[src/rtl/fetch_pkg.sv]
// rtl/fetch_pkg.sv - shared types and constants for the instruction fetch front end
// Contents: fetch_tag_t (response tracking tag), fifo_entry_t (buffered instruction), INSTR_BYTES.
package fetch_pkg;

  localparam int INSTR_BYTES = 4;

  typedef struct packed {
    logic        issued;
    logic        live;
    logic [31:0] pc;
  } fetch_tag_t;

  typedef struct packed {
    logic [31:0] instr;
    logic [31:0] pc;
  } fifo_entry_t;

endpackage

[src/rtl/program_memory_bus.sv]
// rtl/program_memory_bus.sv - read port between a fetch requester and fixed-latency program memory
// Signals: addr, read_request (requester to memory); instr, data_valid (memory to requester).
interface program_memory_bus;
  logic [31:0] addr;
  logic        read_request;
  logic [31:0] instr;
  logic        data_valid;

  modport CONSUMER_A (output addr, output read_request, input instr, input data_valid);
  modport PROVIDER   (input addr, input read_request, output instr, output data_valid);
endinterface

[src/rtl/fetch_fifo.sv]
// rtl/fetch_fifo.sv - synchronous instruction buffer with a registered head entry
// Ports: clk_i, rst_i (sync, active-high); push_i/push_data_i write; pop_i advances head;
//        flush_i empties (wins over push and pop); count_o occupancy; head_o/head_valid_o registered head.
module fetch_fifo
  import fetch_pkg::*;
#(
  parameter int DEPTH = 4,
  parameter int CW    = $clog2(DEPTH + 1)
) (
  input  logic          clk_i,
  input  logic          rst_i,
  input  logic          push_i,
  input  fifo_entry_t   push_data_i,
  input  logic          pop_i,
  input  logic          flush_i,
  output logic [CW-1:0] count_o,
  output fifo_entry_t   head_o,
  output logic          head_valid_o
);

  localparam int PW = $clog2(DEPTH);

  fifo_entry_t   mem_q [DEPTH];
  logic [PW-1:0] rd_ptr_q, rd_ptr_d;
  logic [PW-1:0] wr_ptr_q, wr_ptr_d;
  logic [CW-1:0] count_q, count_d;
  fifo_entry_t   head_q, head_d;
  logic          head_valid_q, head_valid_d;
  logic          do_push, do_pop;

  assign do_pop  = pop_i && (count_q != '0);
  // A full buffer still accepts a push when the head leaves in the same cycle.
  assign do_push = push_i && ((count_q != CW'(DEPTH)) || do_pop);

  always_comb begin
    rd_ptr_d     = rd_ptr_q;
    wr_ptr_d     = wr_ptr_q;
    count_d      = count_q;
    head_d       = head_q;
    head_valid_d = head_valid_q;
    if (flush_i) begin
      rd_ptr_d     = '0;
      wr_ptr_d     = '0;
      count_d      = '0;
      head_valid_d = 1'b0;
    end else begin
      if (do_push) wr_ptr_d = wr_ptr_q + PW'(1);
      if (do_pop)  rd_ptr_d = rd_ptr_q + PW'(1);
      count_d      = count_q + CW'(do_push) - CW'(do_pop);
      head_valid_d = (count_d != '0);
      // The next head is the entry being written this cycle when the slot it
      // lands in is the new read slot; otherwise it is already in storage.
      if (do_push && (rd_ptr_d == wr_ptr_q)) head_d = push_data_i;
      else if (count_d != '0)                head_d = mem_q[rd_ptr_d];
    end
  end

  always_ff @(posedge clk_i) begin
    if (rst_i) begin
      rd_ptr_q     <= '0;
      wr_ptr_q     <= '0;
      count_q      <= '0;
      head_q       <= '0;
      head_valid_q <= 1'b0;
    end else begin
      rd_ptr_q     <= rd_ptr_d;
      wr_ptr_q     <= wr_ptr_d;
      count_q      <= count_d;
      head_q       <= head_d;
      head_valid_q <= head_valid_d;
    end
  end

  always_ff @(posedge clk_i) begin
    if (do_push && !flush_i) mem_q[wr_ptr_q] <= push_data_i;
  end

  assign count_o      = count_q;
  assign head_o       = head_q;
  assign head_valid_o = head_valid_q;

endmodule

[src/rtl/fetch_unit.sv]
// rtl/fetch_unit.sv - instruction fetch front end: PC, credit-limited issue, response tags, buffer
// Ports: clk_in, rst_in (sync, active-high); mem (program memory requester side);
//        redirect_in/redirect_pc_in restart fetch; instr_out/pc_out/valid_out/ready_in to decoder;
//        protocol_err_out sticky flag for a response with no issued request.
module fetch_unit
  import fetch_pkg::*;
#(
  parameter logic [31:0] RESET_PC    = 32'h0000_0000,
  parameter int          FIFO_DEPTH  = 4,
  parameter int          MEM_LATENCY = 2
) (
  input  logic                   clk_in,
  input  logic                   rst_in,
  program_memory_bus.CONSUMER_A  mem,
  input  logic                   redirect_in,
  input  logic [31:0]            redirect_pc_in,
  output logic [31:0]            instr_out,
  output logic [31:0]            pc_out,
  output logic                   valid_out,
  input  logic                   ready_in,
  output logic                   protocol_err_out
);

  localparam int CW = $clog2(FIFO_DEPTH + 1);
  localparam int IW = $clog2(MEM_LATENCY + 1);
  localparam int OW = $clog2(FIFO_DEPTH + MEM_LATENCY + 1) + 1;

  logic [31:0]   fetch_pc_q, fetch_pc_d;
  fetch_tag_t    tag_q [MEM_LATENCY];
  fetch_tag_t    tag_d [MEM_LATENCY];
  logic          err_q, err_d;
  logic [IW-1:0] inflight;
  logic [OW-1:0] occupancy;
  logic [CW-1:0] fifo_count;
  logic          read_request, pop, push;
  fetch_tag_t    tail;
  fifo_entry_t   push_entry, head;
  logic          head_valid;

  // The last tag stage lines up with the response arriving this cycle.
  assign tail       = tag_q[MEM_LATENCY-1];
  assign pop        = head_valid && ready_in && !redirect_in;
  assign push       = mem.data_valid && tail.issued && tail.live;
  assign push_entry = '{instr: mem.instr, pc: tail.pc};

  // Killed tags still hold a buffer credit until their response has come back.
  always_comb begin
    inflight = '0;
    for (int i = 0; i < MEM_LATENCY; i++) inflight = inflight + IW'(tag_q[i].issued);
  end

  // A pop this cycle frees its slot immediately, so issue resumes without a bubble.
  assign occupancy    = OW'(fifo_count) + OW'(inflight) - OW'(pop);
  assign read_request = !rst_in && !redirect_in && (occupancy < OW'(FIFO_DEPTH));

  assign mem.addr         = fetch_pc_q;
  assign mem.read_request = read_request;

  always_comb begin
    fetch_pc_d = fetch_pc_q;
    if (redirect_in)       fetch_pc_d = redirect_pc_in;
    else if (read_request) fetch_pc_d = fetch_pc_q + 32'(INSTR_BYTES);
    tag_d[0] = '{issued: read_request, live: read_request, pc: fetch_pc_q};
    for (int i = 1; i < MEM_LATENCY; i++) begin
      tag_d[i]      = tag_q[i-1];
      tag_d[i].live = tag_q[i-1].live && !redirect_in;
    end
    err_d = err_q || (mem.data_valid && !tail.issued);
  end

  always_ff @(posedge clk_in) begin
    if (rst_in) begin
      fetch_pc_q <= RESET_PC;
      err_q      <= 1'b0;
      for (int i = 0; i < MEM_LATENCY; i++) tag_q[i] <= '0;
    end else begin
      fetch_pc_q <= fetch_pc_d;
      err_q      <= err_d;
      for (int i = 0; i < MEM_LATENCY; i++) tag_q[i] <= tag_d[i];
    end
  end

  fetch_fifo #(
    .DEPTH (FIFO_DEPTH),
    .CW    (CW)
  ) u_fifo (
    .clk_i        (clk_in),
    .rst_i        (rst_in),
    .push_i       (push),
    .push_data_i  (push_entry),
    .pop_i        (pop),
    .flush_i      (redirect_in),
    .count_o      (fifo_count),
    .head_o       (head),
    .head_valid_o (head_valid)
  );

  assign instr_out        = head.instr;
  assign pc_out           = head.pc;
  assign valid_out        = head_valid;
  assign protocol_err_out = err_q;

endmodule

[src/flat_wrapper.sv]
// flat-port wrapper written by rule: the top's interface ports become plain ports
module fetch_unit_flat import fetch_pkg::*;
#(
  parameter logic [31:0] RESET_PC    = 32'h0000_0000,
  parameter int          FIFO_DEPTH  = 4,
  parameter int          MEM_LATENCY = 2
)
  (clk_in, rst_in, redirect_in, redirect_pc_in, instr_out, pc_out, valid_out, ready_in, protocol_err_out, mem_addr, mem_read_request, mem_instr, mem_data_valid);
  program_memory_bus mem_i ();
  input  logic clk_in;
  input  logic rst_in;
  input  logic redirect_in;
  input  logic [31:0] redirect_pc_in;
  output logic [31:0] instr_out;
  output logic [31:0] pc_out;
  output logic valid_out;
  input  logic ready_in;
  output logic protocol_err_out;
  output wire logic [$bits(mem_i.addr)-1:0] mem_addr;
  output wire logic [$bits(mem_i.read_request)-1:0] mem_read_request;
  input wire logic [$bits(mem_i.instr)-1:0] mem_instr;
  input wire logic [$bits(mem_i.data_valid)-1:0] mem_data_valid;
  assign mem_addr = mem_i.addr;
  assign mem_read_request = mem_i.read_request;
  assign mem_i.instr = mem_instr;
  assign mem_i.data_valid = mem_data_valid;
  fetch_unit #(.RESET_PC(RESET_PC), .FIFO_DEPTH(FIFO_DEPTH), .MEM_LATENCY(MEM_LATENCY)) u_core (.clk_in(clk_in), .rst_in(rst_in), .mem(mem_i), .redirect_in(redirect_in), .redirect_pc_in(redirect_pc_in), .instr_out(instr_out), .pc_out(pc_out), .valid_out(valid_out), .ready_in(ready_in), .protocol_err_out(protocol_err_out));
endmodule
[config.mk]
export PLATFORM = sky130hd
export DESIGN_NAME = fetch_unit_flat
export DESIGN_NICKNAME = d
export VERILOG_FILES = /design/src/rtl/fetch_pkg.sv /design/src/rtl/program_memory_bus.sv /design/src/rtl/fetch_fifo.sv /design/src/rtl/fetch_unit.sv /design/src/flat_wrapper.sv
export SDC_FILE = /design/constraint.sdc
export NUM_CORES = 1
export LEC_CHECK = 0
export ABC_CLOCK_PERIOD_IN_PS = 3950
export CORE_ASPECT_RATIO = 0.75
export CORE_UTILIZATION = 52
export CTS_CLUSTER_SIZE = 24
export DETAILED_ROUTE_END_ITERATION = 8
export PLACE_DENSITY = 0.73
export SYNTH_ARGS = -nofsm -noshare
export SYNTH_HDL_FRONTEND = slang
export SYNTH_SLANG_ARGS = --single-unit
export TNS_END_PERCENT = 50
[constraint.sdc]
create_clock -name clk_in -period 3.95 [get_ports clk_in]
set_input_delay 0.9875 -clock clk_in [delete_from_list [all_inputs] [get_ports clk_in]]
set_output_delay 0.9875 -clock clk_in [all_outputs]
set_load 0.01 [all_outputs]
==> reports/summary.md <==
Max-slew violation count: 0. The type of element launching the critical path was a primary input. The effective utilization at floorplan came out at 53.1%. After filler insertion, the fill cell instance count of the layout stands at 2,649. Summed instance area of the synthesized netlist: 18,500 um^2. The tools report the clock root buffer master as sky130_fd_sc_hd__clkbuf_16. The final route contains 13,300 vias. After detailed routing, the total wire length is 46.8 mm. Power density relative to cell area: 404 nW/um^2.

Global routing used 41.5% of the available met2 tracks. Global routing consumed, on the met3 layer, 4.03% of the routing resources. Highest attainable clock frequency: 0.255 GHz. 168 I/O pins were placed. The die is 166 um tall. The number of synthesized flops with an enable pin is 256, and the critical path arrival is 4.38 ns. Fraction of the mapped netlist area in adder cells: 0.850%. The tools report the post-synthesis net count as 1,679.

The floorplan has 59 rows. The area of the placeable core was 34,900 um^2. By startpoint and endpoint, the worst setup path is classified as primary input to flop.

By area the synthesized netlist is led by sky130_fd_sc_hd__edfxtp_1 (41%), sky130_fd_sc_hd__dfxtp_1 (19%), sky130_fd_sc_hd__a311oi_2 (4.8%), sky130_fd_sc_hd__mux2i_1 (4.1%), sky130_fd_sc_hd__nand2_1 (4.1%). Number of buffers inserted by hold repair at cts: 0. Measured along the x axis, the die boundary spans 220 um.

The most common cell in the synthesized netlist is sky130_fd_sc_hd__edfxtp_1. The synthesized netlist devotes 1.32% of its cell area to XOR and XNOR gates. Summing the sequential cell areas from Yosys gives 60.0% of the chip area.

The number of H-tree levels was 2. The first global-routing pass estimated 71.2 mm of wire. Total power consumption of the routed design: 8.98 mW.

The clock-pin slew on the worst setup and hold paths works out to 0.07 ns. The die outline area came out at 36,400 um^2. The DRC marker count from the first detailed-route iteration is 1,134.

The flow ran to the end, but the final reports show violations. The layer with the highest usage is met2. The final clock period utilization by the worst path came out at 99.4%. The dominant register cell in the synthesized netlist was sky130_fd_sc_hd__edfxtp_1.

At the pin with the least slew margin, the transition time is 1.12 ns. Maximum net fanout on the critical path: 5. The checks that failed: design-rule violations. The longest clock path from root to sink contains 3 buffers. Static power due to leakage: 7.57 nW. The class of the tightest hold or removal check is flop to flop. The initial antenna violation count was 0; the worst hold slack was 0.433 ns. The synthesized design devotes to its leading area cell type 41.5% of total area.

For this design, the sink count on the clock tree is 428. Ranked by instance count, the synthesized netlist is headed by sky130_fd_sc_hd__edfxtp_1 (256), sky130_fd_sc_hd__nand2_1 (201), sky130_fd_sc_hd__dfxtp_1 (172), sky130_fd_sc_hd__nor2_1 (113), sky130_fd_sc_hd__clkbuf_1 (98). Counting the buffers created by CTS gives 41. The maximum ir drop on the vdd rail was 0.250 mV.

After detailed routing, the average wire length per cell comes to 21.3 um. The worst setup path is captured at a flop. The tools report the count of antenna diodes in the layout as 0. The synthesized netlist devotes 15.2% of its cell area to compound gates. In the routed design, unresolved DRC markers number 9. The overall global routing resource usage was 25.2%; the worst-case clock skew was 0.00816 ns. Number of max-cap violations: 0. The congestion estimate from routability-driven global placement came to 0.838. After synthesis, the largest family of logic cells by area is compound AO/OA/AOI/OAI gates. The synthesized area per cell is 11.6 um^2, and the number of warnings reported in the yosys synthesis log is 0. The area growth from synthesis to layout is 19.8%, and the time the final worst path needs with I/O delays and setup is 3.93 ns. TritonCTS built the clock tree. The net count of the finished layout is 1,789. Data on the critical path is required at its endpoint by 4.40 ns. The tools report the count of different cell masters after synthesis as 59. After Yosys synthesis, and, or, nand and nor cells account for 12.2% of the synthesized area. Before antenna repair, the detailed router went through 9 iterations. The portion of synthesized area spent on multiplexers is 4.35%.

The fraction of registers with async set or reset after synthesis was 0%; the cell count after synthesis was 1,598. Quantity of I/O buffers inserted on ports: 167. For this run the aggregate overflow at the end of global routing stands at 0. Detailed placement finished with a half-perimeter wire length of 26.2 mm. The count of nets left with antenna violations after detail routing is 0, and the number of setup violations in the final report is 0. The tools report the pin count of the biggest net entering global routing as 166. Setup repair after global routing could not meet its margin everywhere. After synthesis the netlist holds a flip-flop and latch count of 428. Via count of the first global-routing pass: 13,000. The top cell type by total area after synthesis was sky130_fd_sc_hd__edfxtp_1. The post-route netlist has 13.1% of its cells at a drive strength greater than 1. The via-per-instance ratio is 6.04. The clock reaches the later pin of the worst-skew pair after 0.54 ns. The hold violation total from the final report is 0. Global routing consumed, on the met1 layer, 34.7% of the routing resources. For the relative slew slack, the log shows 25.3%.
-- power breakdown --
group | switching (mW) | total, mW | internal, mW
clock network | 1.63 | 3.87 | 2.24
registers | 0.0528 | 4.81 | 4.76
logic | 0.143 | 0.300 | 0.157
-- final timing paths --
check / startpoint / endpoint / slack [ns] / cells past startpoint
setup / recovery: ready_in / u_core.u_fifo.head_o[19]$_SDFFE_PP0P_ / 0.02 / 17
hold reg to reg: u_core.tag_q[0][25]$_SDFF_PP0_ / u_core.tag_q[0][59]$_SDFF_PP0_ / 0.43 / 1
setup reg to reg: u_core.u_fifo.count_o[2]$_SDFF_PN0_ / u_core.u_fifo.head_o[19]$_SDFFE_PP0P_ / 0.53 / 15
hold / removal: u_core.tag_q[0][25]$_SDFF_PP0_ / u_core.tag_q[0][59]$_SDFF_PP0_ / 0.43 / 1
-- routing by layer --
metal	up-vias	wire length, um
li1	6138	-
met1	6557	20700
met2	485	22300
met3	74	3080
met4	0	756
met5	-	0
-- registers in the layout, indices dropped and copies added, names as in the netlist --
signal	cells
u_core.u_fifo.count_o	3
u_core.u_fifo.mem_q	256
u_core.u_fifo.wr_ptr_q	2
u_core.mem.addr	32
u_core.tag_q	67
u_core.u_fifo.rd_ptr_q	2
u_core.u_fifo.head_valid_o	1
u_core.u_fifo.head_o	64
u_core.protocol_err_out	1
-- layout by cell type (no fill, tap or decap), drive strengths merged, types with 5 or more instances in the layout --
master	n
inv	85
nor2b	60
mux2i	76
and3	6
nand3	8
o221ai	62
nor2	113
dfxtp	172
clkdlybuf4s50	164
nor4	6
clkbuf	54
o21ai	8
buf	60
nor3	83
o2111ai	5
a21oi	10
xnor2	24
clkinv	16
a211oi	11
edfxtp	256
nand4	6
a31oi	64
a221oi	62
ha	11
nand2	202
a311oi	64
-- repair_timing --
action	in CTS	in global routing
pin swaps	1	8
cloned	0	2
hold endpoints to repair	0	0
setup endpoints to repair	1	63
resized for setup	5	28
buffers inserted	2	7
-- per-stage QoR --
stage / setup WS, ns / cell area, um^2 / utilization, % / std cells / TNS (ns)
after global routing: -0.0402 / 22200 / 63.6 / 2195 / -0.571
final: 0.0235 / 22200 / 63.6 / 2195 / 0
after floorplan: 0.00225 / 18600 / - / 1598 / 0
after global placement: -0.401 / 20600 / 59.0 / 2111 / -19.70
after detailed placement: -0.474 / 20600 / 59.0 / 2111 / -24.86
after CTS: 0.00404 / 21900 / 62.8 / 2186 / 0
-- worst max-delay path, stage by stage --
cell and delay (ns):
sky130_fd_sc_hd__clkdlybuf4s50_1 0.50, sky130_fd_sc_hd__nand3b_4 0.12, sky130_fd_sc_hd__buf_6 0.15, sky130_fd_sc_hd__a31oi_4 0.18, sky130_fd_sc_hd__inv_2 0.05, sky130_fd_sc_hd__ha_1 0.28
sky130_fd_sc_hd__inv_1 0.05, sky130_fd_sc_hd__ha_1 0.13, sky130_fd_sc_hd__inv_1 0.05, sky130_fd_sc_hd__fa_1 0.37, sky130_fd_sc_hd__xor2_1 0.17, sky130_fd_sc_hd__a31o_4 0.25
sky130_fd_sc_hd__buf_4 0.15, sky130_fd_sc_hd__clkbuf_16 0.16, sky130_fd_sc_hd__a221oi_1 0.27, sky130_fd_sc_hd__o221ai_1 0.23, sky130_fd_sc_hd__a311oi_2 0.27
-- cells by family after synthesis --
group / count (synthesis)
compound gates: 308
xor+xnor: 28
fa+ha+maj: 12
buf+inv: 244
flops: 428
mux: 78
simple gates: 500
-- layout make-up --
type	instances	area [um^2]	area share, %
Sequential cell	428	11100	50.1
Multi-Input combinational cell	926	6510	29.3
Timing Repair Buffer	227	2370	10.7
Clock buffer	52	1110	4.99
Tap cell	457	572	2.57
Inverter	84	318	1.43
Clock inverter	21	198	0.890
(Power assumes the default switching activity.)
